$ cat src/rtl/led_pio_pkg.sv
// Shared constants for the LED PIO: register addresses, reset values and
// STATUS bit positions.
package led_pio_pkg;

  localparam logic [2:0] ADDR_DATA       = 3'd0;
  localparam logic [2:0] ADDR_SET        = 3'd1;
  localparam logic [2:0] ADDR_CLEAR      = 3'd2;
  localparam logic [2:0] ADDR_TOGGLE     = 3'd3;
  localparam logic [2:0] ADDR_BLINK_MASK = 3'd4;
  localparam logic [2:0] ADDR_BLINK_DIV  = 3'd5;
  localparam logic [2:0] ADDR_DUTY       = 3'd6;
  localparam logic [2:0] ADDR_STATUS     = 3'd7;

  // DUTY at full scale bypasses the PWM compare so there is no dark slot.
  localparam logic [7:0] DUTY_FULL = 8'hFF;
  localparam logic [7:0] DUTY_RST  = DUTY_FULL;
  localparam logic       PHASE_RST = 1'b1;

  localparam int STATUS_PHASE_BIT = 0;
  localparam int STATUS_PWM_BIT   = 1;

endpackage

$ cat src/rtl/led_pio_if.sv
// Avalon-MM slave bus bundle for the LED PIO (zero wait states, zero read latency).
interface led_pio_if;
  logic [2:0]  address;
  logic        chipselect;
  logic        write_n;
  logic [31:0] writedata;
  logic [31:0] readdata;

  modport master (
    output address, chipselect, write_n, writedata,
    input  readdata
  );

  modport slave (
    input  address, chipselect, write_n, writedata,
    output readdata
  );
endinterface

$ cat src/rtl/led_timebase.sv
// Blink prescaler with phase flip-flop plus a free-running 8-bit PWM counter.
module led_timebase
  import led_pio_pkg::*;
#(
  parameter int DIV_W = 24
) (
  input  logic             clk,
  input  logic             reset_n,
  input  logic [DIV_W-1:0] div,
  input  logic             div_load,
  input  logic [7:0]       duty,
  output logic             phase,
  output logic             pwm_on
);

  logic [DIV_W-1:0] div_cnt;
  logic [7:0]       pwm_cnt;

  // A divider load restarts the half-period and wins over a wrap in the same cycle.
  always_ff @(posedge clk or negedge reset_n) begin
    if (!reset_n) begin
      div_cnt <= '0;
      phase   <= PHASE_RST;
    end else if (div_load) begin
      div_cnt <= '0;
      phase   <= PHASE_RST;
    end else if (div_cnt == div) begin
      div_cnt <= '0;
      phase   <= ~phase;
    end else begin
      div_cnt <= div_cnt + 1'b1;
    end
  end

  always_ff @(posedge clk or negedge reset_n) begin
    if (!reset_n) pwm_cnt <= '0;
    else          pwm_cnt <= pwm_cnt + 1'b1;
  end

  assign pwm_on = (duty == DUTY_FULL) || (pwm_cnt < duty);

endmodule

$ cat src/rtl/led_pio_blink.sv
// Avalon-MM LED output PIO: data register with atomic set/clear/toggle,
// per-bit blink masking and global PWM brightness, registered LED drive.
module led_pio_blink
  import led_pio_pkg::*;
#(
  parameter int               WIDTH    = 9,
  parameter int               DIV_W    = 24,
  parameter logic [WIDTH-1:0] DATA_RST = '0
) (
  input  logic             clk,
  input  logic             reset_n,
  led_pio_if.slave         bus,
  output logic [WIDTH-1:0] out_port
);

  logic [WIDTH-1:0] data;
  logic [WIDTH-1:0] blink_mask;
  logic [DIV_W-1:0] blink_div;
  logic [7:0]       duty;
  logic             phase;
  logic             pwm_on;

  logic             wr;
  logic [WIDTH-1:0] wd_led;
  logic [DIV_W-1:0] wd_div;
  logic             wd_unused;

  assign wr        = bus.chipselect && !bus.write_n;
  assign wd_led    = bus.writedata[WIDTH-1:0];
  assign wd_div    = bus.writedata[DIV_W-1:0];
  assign wd_unused = ^bus.writedata;

  always_ff @(posedge clk or negedge reset_n) begin
    if (!reset_n) begin
      data       <= DATA_RST;
      blink_mask <= '0;
      blink_div  <= '1;
      duty       <= DUTY_RST;
    end else if (wr) begin
      case (bus.address)
        ADDR_DATA:       data       <= wd_led;
        ADDR_SET:        data       <= data | wd_led;
        ADDR_CLEAR:      data       <= data & ~wd_led;
        ADDR_TOGGLE:     data       <= data ^ wd_led;
        ADDR_BLINK_MASK: blink_mask <= wd_led;
        ADDR_BLINK_DIV:  blink_div  <= wd_div;
        ADDR_DUTY:       duty       <= bus.writedata[7:0];
        default:         ;
      endcase
    end
  end

  led_timebase #(
    .DIV_W (DIV_W)
  ) u_timebase (
    .clk      (clk),
    .reset_n  (reset_n),
    .div      (blink_div),
    .div_load (wr && (bus.address == ADDR_BLINK_DIV)),
    .duty     (duty),
    .phase    (phase),
    .pwm_on   (pwm_on)
  );

  // Blinking bits go dark in the low phase; PWM gates every bit together.
  always_ff @(posedge clk or negedge reset_n) begin
    if (!reset_n) out_port <= '0;
    else          out_port <= data & ~(blink_mask & {WIDTH{~phase}}) & {WIDTH{pwm_on}};
  end

  always_comb begin
    bus.readdata = '0;
    case (bus.address)
      ADDR_DATA:       bus.readdata[WIDTH-1:0] = data;
      ADDR_BLINK_MASK: bus.readdata[WIDTH-1:0] = blink_mask;
      ADDR_BLINK_DIV:  bus.readdata[DIV_W-1:0] = blink_div;
      ADDR_DUTY:       bus.readdata[7:0]       = duty;
      ADDR_STATUS: begin
        bus.readdata[STATUS_PHASE_BIT] = phase;
        bus.readdata[STATUS_PWM_BIT]   = pwm_on;
      end
      default:         bus.readdata = '0;
    endcase
  end

endmodule

$ cat src/flat_wrapper.sv
// flat-port wrapper written by rule: the top's interface ports become plain ports
module led_pio_blink_flat import led_pio_pkg::*;
#(
  parameter int               WIDTH    = 9,
  parameter int               DIV_W    = 24,
  parameter logic [WIDTH-1:0] DATA_RST = '0
)
  (clk, reset_n, out_port, bus_address, bus_chipselect, bus_write_n, bus_writedata, bus_readdata);
  led_pio_if bus_i ();
  input  logic clk;
  input  logic reset_n;
  output logic [WIDTH-1:0] out_port;
  input wire logic [$bits(bus_i.address)-1:0] bus_address;
  input wire logic [$bits(bus_i.chipselect)-1:0] bus_chipselect;
  input wire logic [$bits(bus_i.write_n)-1:0] bus_write_n;
  input wire logic [$bits(bus_i.writedata)-1:0] bus_writedata;
  output wire logic [$bits(bus_i.readdata)-1:0] bus_readdata;
  assign bus_i.address = bus_address;
  assign bus_i.chipselect = bus_chipselect;
  assign bus_i.write_n = bus_write_n;
  assign bus_i.writedata = bus_writedata;
  assign bus_readdata = bus_i.readdata;
  led_pio_blink #(.WIDTH(WIDTH), .DIV_W(DIV_W), .DATA_RST(DATA_RST)) u_core (.clk(clk), .reset_n(reset_n), .bus(bus_i), .out_port(out_port));
endmodule
$ cat config.mk
export PLATFORM = sky130hd
export DESIGN_NAME = led_pio_blink_flat
export DESIGN_NICKNAME = d
export VERILOG_FILES = /design/src/rtl/led_pio_pkg.sv /design/src/rtl/led_pio_if.sv /design/src/rtl/led_timebase.sv /design/src/rtl/led_pio_blink.sv /design/src/flat_wrapper.sv
export SDC_FILE = /design/constraint.sdc
export NUM_CORES = 1
export LEC_CHECK = 0
export ABC_AREA = 1
export CORE_UTILIZATION = 55
export DETAILED_ROUTE_END_ITERATION = 10
export PLACE_DENSITY = 0.9
export SYNTH_ARGS = -nofsm -noshare
export SYNTH_HDL_FRONTEND = slang
export SYNTH_SLANG_ARGS = --single-unit
$ cat constraint.sdc
create_clock -name clk -period 2 [get_ports clk]
set_input_delay 0.4 -clock clk [delete_from_list [all_inputs] [get_ports clk]]
set_output_delay 0.4 -clock clk [all_outputs]
set_load 0.01 [all_outputs]
==> After elaboration in Yosys (flattened, before gate mapping) <==
Cells that the tools add are included.
{ "word_totals": {"regBits": 92, "input_bits": 39, "output_inout_bits": 41, "word_cells": 49} }
{ "classes": {"add_sub_neg": 2, "magnitude_cmp": 1, "n_eq_ne": 9, "n_mux": 9, "bitwise_logic": 9, "reduce_logical": 11} }
{ "ops": {"columns": ["cell", "n"], "rows": [
  ["$mux 24", 2],
  ["$and 9x9->9", 4],
  ["$pmux 9 s4", 1],
  ["$add 24x1->24 const B", 1],
  ["$eq 24x24->1", 1],
  ["$pmux 6 s4", 1],
  ["$not 9->9", 2],
  ["$mux 15", 1],
  ["$eq 3x3->1 const B", 4],
  ["$pmux 2 s5", 1],
  ["$or 9x9->9", 1],
  ["$xor 9x9->9", 1],
  ["$add 8x1->8 const B", 1],
  ["$eq 8x8->1 const B", 1],
  ["$lt 8x8->1", 1],
  ["$reduce_and 2->1", 4],
  ["$eq 3x2->1 const B", 2],
  ["$reduce_bool 4->1", 1],
  ["$eq 3x1->1 const B", 1],
  ["$logic_not 3->1", 1],
  ["$pmux 1 s3", 1],
  ["$logic_and 1x1->1", 2],
  ["$mux 1", 2],
  ["$reduce_bool 2->1", 1],
  ["other kinds (3)", 3]
]} }

==> Longest topological paths before layout <==
{ "logic_depth": {"ltp_word": 5, "mapped_depth": 11} }

==> By module <==
A second synthesis with hierarchy kept.
{ "unflattened": {"hier_cells": 764, "area_unflattened_um2": 5675.4} }
{ "by_module_without_submodules": {"columns": ["mod", "instances", "cells_per_inst", "area_per_inst_um2", "seq_area_each_um2"], "rows": [
  ["led_pio_blink", 1, 399, 3265.6, 1516.5],
  ["led_timebase", 1, 365, 2409.8, 827.0]
]} }

==> Least setup slack after synthesis <==
No wires, ideal clock.
{ "synth_path": {"path_kind": "flip-flop to output port", "startpoint": "register u_core.duty[5]", "endpoint": "output port bus_readdata[1]", "arrival_ns": 1.465, "setup_slack_ns": 0.135, "path_stages_with_launch": 9, "n_path_buf": 0, "cell_sequence": "dfstp_2 > inv_1 > ha_1 > a21oi_1 > o21a_1 > nand2_1 > nand2_1 > nand2_1 > nand2_1"} }
{ "synth_via": {"elab_chain_len": 3, "elab_cells_between_ends": 4, "cone_classes": "1 x order compare; 1 x eq/ne; 1 x mux; 1 x reduce/logical"} }
{ "synth_rtl": {"columns": ["item", "line", "text"], "rows": [
  ["start: declaration", "led_pio_blink.sv:19", "logic [7:0] duty;"],
  ["start signal: assignment", "led_pio_blink.sv:47", "ADDR_DUTY: duty <= bus.writedata[7:0];"],
  ["$lt 8x8->1 / $eq 8x8->1 (equally long branches)", "led_timebase.sv:40", "assign pwm_on = (duty == DUTY_FULL) || (pwm_cnt < duty);"],
  ["$logic_or 1x1->1 (*)", "led_timebase.sv:40", null],
  ["$pmux 2 s5 (*)", "led_pio_blink.sv:73", "case (bus.address)"],
  ["end: declaration", "flat_wrapper.sv:17", "output wire logic [$bits(bus_i.readdata)-1:0] bus_readdata;"]
]} }
Mark *: on every way between the ends. The rest lies on a longest branch, timed or not.

==> Final worst setup path <==
{ "layout_path": {"startpoint": "register u_core.duty[1]", "endpoint": "output port bus_readdata[1]"} }
{ "layout_via": {"elab_chain_len": 3, "elab_cells_between_ends": 4, "cone_classes": "1 x order compare; 1 x eq/ne; 1 x mux; 1 x reduce/logical"} }
{ "layout_rtl": {"columns": ["item", "line"], "rows": [
  ["$lt 8x8->1 / $eq 8x8->1 (equally long branches)", "led_timebase.sv:40"],
  ["$logic_or 1x1->1", "led_timebase.sv:40"],
  ["$pmux 2 s5 (*)", "led_pio_blink.sv:73"]
]} }
Marks and branches as above.

==> results_dict.tcl <==
set metrics [dict create \
    status "complete, but fails checks" \
    violations "setup timing" \
    fillCellCount 615 \
    path_cells "inv_2, ha_4, o21ai_2, nand2_1, nand3_2, nand2_1, nand2_1, nand2_2, nand2_2, nand2_1, nand2_1, buf_2" \
    grt_remaining_overflow 0 \
    clk_path_buf_depth 2 \
    setup_violations 17 \
    via_per_inst 5.57 \
    clkLatencyLatePin_ns 0.38 \
    yosysUniqueCellTypes 32 \
    powerDensity_nw_per_um2 837 \
    ant_nets 0 \
    slowest_delay_ns 0.53 \
    ys_seq_elements 92 \
    core_area_um2 9420 \
    yosys_warnings 0 \
    crit_path_end_kind "output port" \
    maxCapViolCount 0 \
    fin_ws_ns -0.341 \
    ys_seq_area_share_pct 43.1 \
    drv_slew 0 \
    fin_skew_ns 0.0125 \
    place.gp.congestion 0.961 \
    cts_buffers 9 \
    final_util_pct 73.2 \
    drtIter0Drc 431 \
    worst-path-buf-inv 2 \
    crit_top_cell "nand2_1" \
    yosys.area.top_type "dfrtp_1" \
    clockRootBuffer "clkbuf_8" \
    port_buffers 63 \
    synth_area_um2 5430 \
    crit_family "simple AND/OR/NAND/NOR gates" \
    synth_top_area_share_pct 27.2 \
    yosys-top-cells-area "dfrtp_1 27%, dfstp_2 16%, nand2_1 16%" \
    cts_tree "yes" \
    critPathMaxFanout 2 \
    first_global_vias 5447 \
    htree_levels 3 \
    cp.depth 12 \
    dpl_worst_slack_ns -0.726 \
    worstPathRequired_ns 1.60 \
    start_util_pct 57.7 \
    leakage_uw 0.00325 \
    worstRegToRegCells 11 \
    vias 5393 \
    wl_um 15700 \
    crit_type "reg -> out" \
    hold_viol_final 0 \
    synth_cells 723 \
    clock_sinks 92 \
    die-area_um2 10300 \
    firstDrtPassIters 5 \
    rows 35 \
    ios 80 \
    start_kind "register" \
    fin_crit_ns 2.34 \
    antennaDiodeCount 0 \
    rsz0062_at_grt "true" \
    max_freq_mhz 427 \
    syn_to_final_growth_pct 26.8 \
    die_x_um 101 \
    syn_area_per_cell_um2 7.52 \
    layout.nets 901 \
    drc 0 \
    finalCritPeriodShare_pct 117 \
    slowest_stage "dfstp_2" \
    die_height_um 101 \
    hold_class "in -> async" \
    post_drt_wl_per_cell_um 16.2 \
    grt_antenna_before_repair 0 \
    clk_pin_slew_ns 0.10 \
    dp_hpwl_um 11000 \
    arrival_ns 1.94 \
    drive_above_1_share_pct 18.8 \
    grt_max_degree 40 \
    grt_pass1_wl_um 25000 \
    peakVddDrop_mv 0.410 \
    track_usage_pct 32.0 \
]
==> per-stage QoR <==
step / cells / hold slack (ns) / area [um2] / TNS [ns] / total power, uW
2_1_floorplan: 730 / 0.104 / 5460 / 0 / 3490
3_3_place_gp: 946 / 0.377 / 6510 / -22.80 / 4080
3_5_place_dp: 946 / 0.390 / 6510 / -28.75 / 4190
4_1_cts: 967 / 0.502 / 6850 / -2.98 / 5660
5_1_grt: 969 / 0.538 / 6890 / -3.40 / 6050
6_report: 969 / 0.503 / 6890 / -2.43 / 5770
==> logic make-up (layout without fill, tap and decap cells) <==
logic type               count (synthesis)  after routing  share of synthesized area, %
AND/OR/NAND/NOR                        352            352                          26.6
buffers and inverters                  128            238                          9.95
AO/OA/AOI/OAI                           99             99                          10.2
flip-flops                              92             92                          43.1
adder cells (fa/ha/maj)                 27             27                          6.22
XOR/XNOR                                24             24                          3.87
other                                    1              8                        0.0690
==> power by group <==
part           internal, uW  switching, uW  total [uW]
Clock                   740            698        1440
Combinational           718           1010        1730
Sequential             2320            285        2600
Total                  3770           1990        5770
==> cell usage in the layout, fill, tap and decap left out, types with 12 or more instances in the layout <==
cell,synthesis,final
a21oi_1,19,15
buf_4,9,45
clkdlybuf4s50_1,0,47
dfrtp_1,59,59
dfstp_2,33,33
ha_1,27,23
inv_1,100,96
nand2_1,228,225
nand3_1,13,12
nor2_1,77,77
o21ai_0,58,55
xor2_1,21,21
==> worst register-to-register path, delay by kind of cell (launching register included) <==
kind	cells	cell delay, ns
flip-flops	1	0.53
AND/OR/NAND/NOR	5	0.37
buffers and inverters	3	0.34
adder cells (fa/ha/maj)	1	0.23
AO/OA/AOI/OAI	2	0.23
==> Yosys cell counts (all sizes together) <==
cell type and n:
dfstp 33, inv 107, dfrtp 59, nand4 5
xor2 21, nand3 16, xnor2 3, nand2 233
o21a 1, o221ai 1, o22ai 7, nor2 87
buf 19, nor3 10, conb 1, a221oi 1
o2111ai 10, ha 27, nor4 1, clkbuf 2
o21ai 60, a21oi 19
==> layer usage <==
| metal | track usage (%) | wire [um] | share of wire [%] |
|---|---|---|---|
| met1 | 36.4 | 5890 | 38 |
| met2 | 56.0 | 7890 | 50 |
| met3 | 6.76 | 1150 | 7.3 |
| met4 | 18.4 | 758 | 4.8 |
| met5 | 0 | 0 | 0 |
==> area by class of cell <==
cell class	count	area [um2]	share of cell area, %
Clock buffer	12	145	2.11
Multi-Input combinational cell	510	2710	39.3
Sequential cell	92	2340	34.0
Tap cell	129	161	2.34
Clock inverter	4	75.1	1.09
Inverter	107	402	5.83
Timing Repair Buffer	115	1050	15.3
==> worst paths after layout <==
kind,to,slack (ns),from
min,u_core.blink_mask[6],0.50,reset_n
min in group clk,u_core.blink_mask[1],0.50,u_core.blink_mask[1]
max reg2reg,u_core.out_port[3],0.19,u_core.duty[1]
min reg2reg,u_core.blink_mask[1],0.50,u_core.blink_mask[1]
max in group asynchronous,u_core.blink_div[8],0.78,reset_n
max,bus_readdata[1],-0.34,u_core.duty[1]
==> flip-flops by register name, indices dropped and copies added, names as in the netlist <==
register,cells
u_core.out_port,9
u_core.u_timebase.div_cnt,24
u_core.u_timebase.phase,1
u_core.duty,8
u_core.blink_mask,9
u_core.u_timebase.pwm_cnt,8
u_core.blink_div,24
u_core.data,9
==> timing repair <==
action	in CTS	in global routing
endpoints found under the hold margin	15	0
pin swaps	6	7
gates cloned	0	0
setup endpoints to repair	24	24
gates resized for setup	46	22
hold buffers	1	0
buffers inserted	4	2
Note: power is estimated with default switching activity, not from simulation.
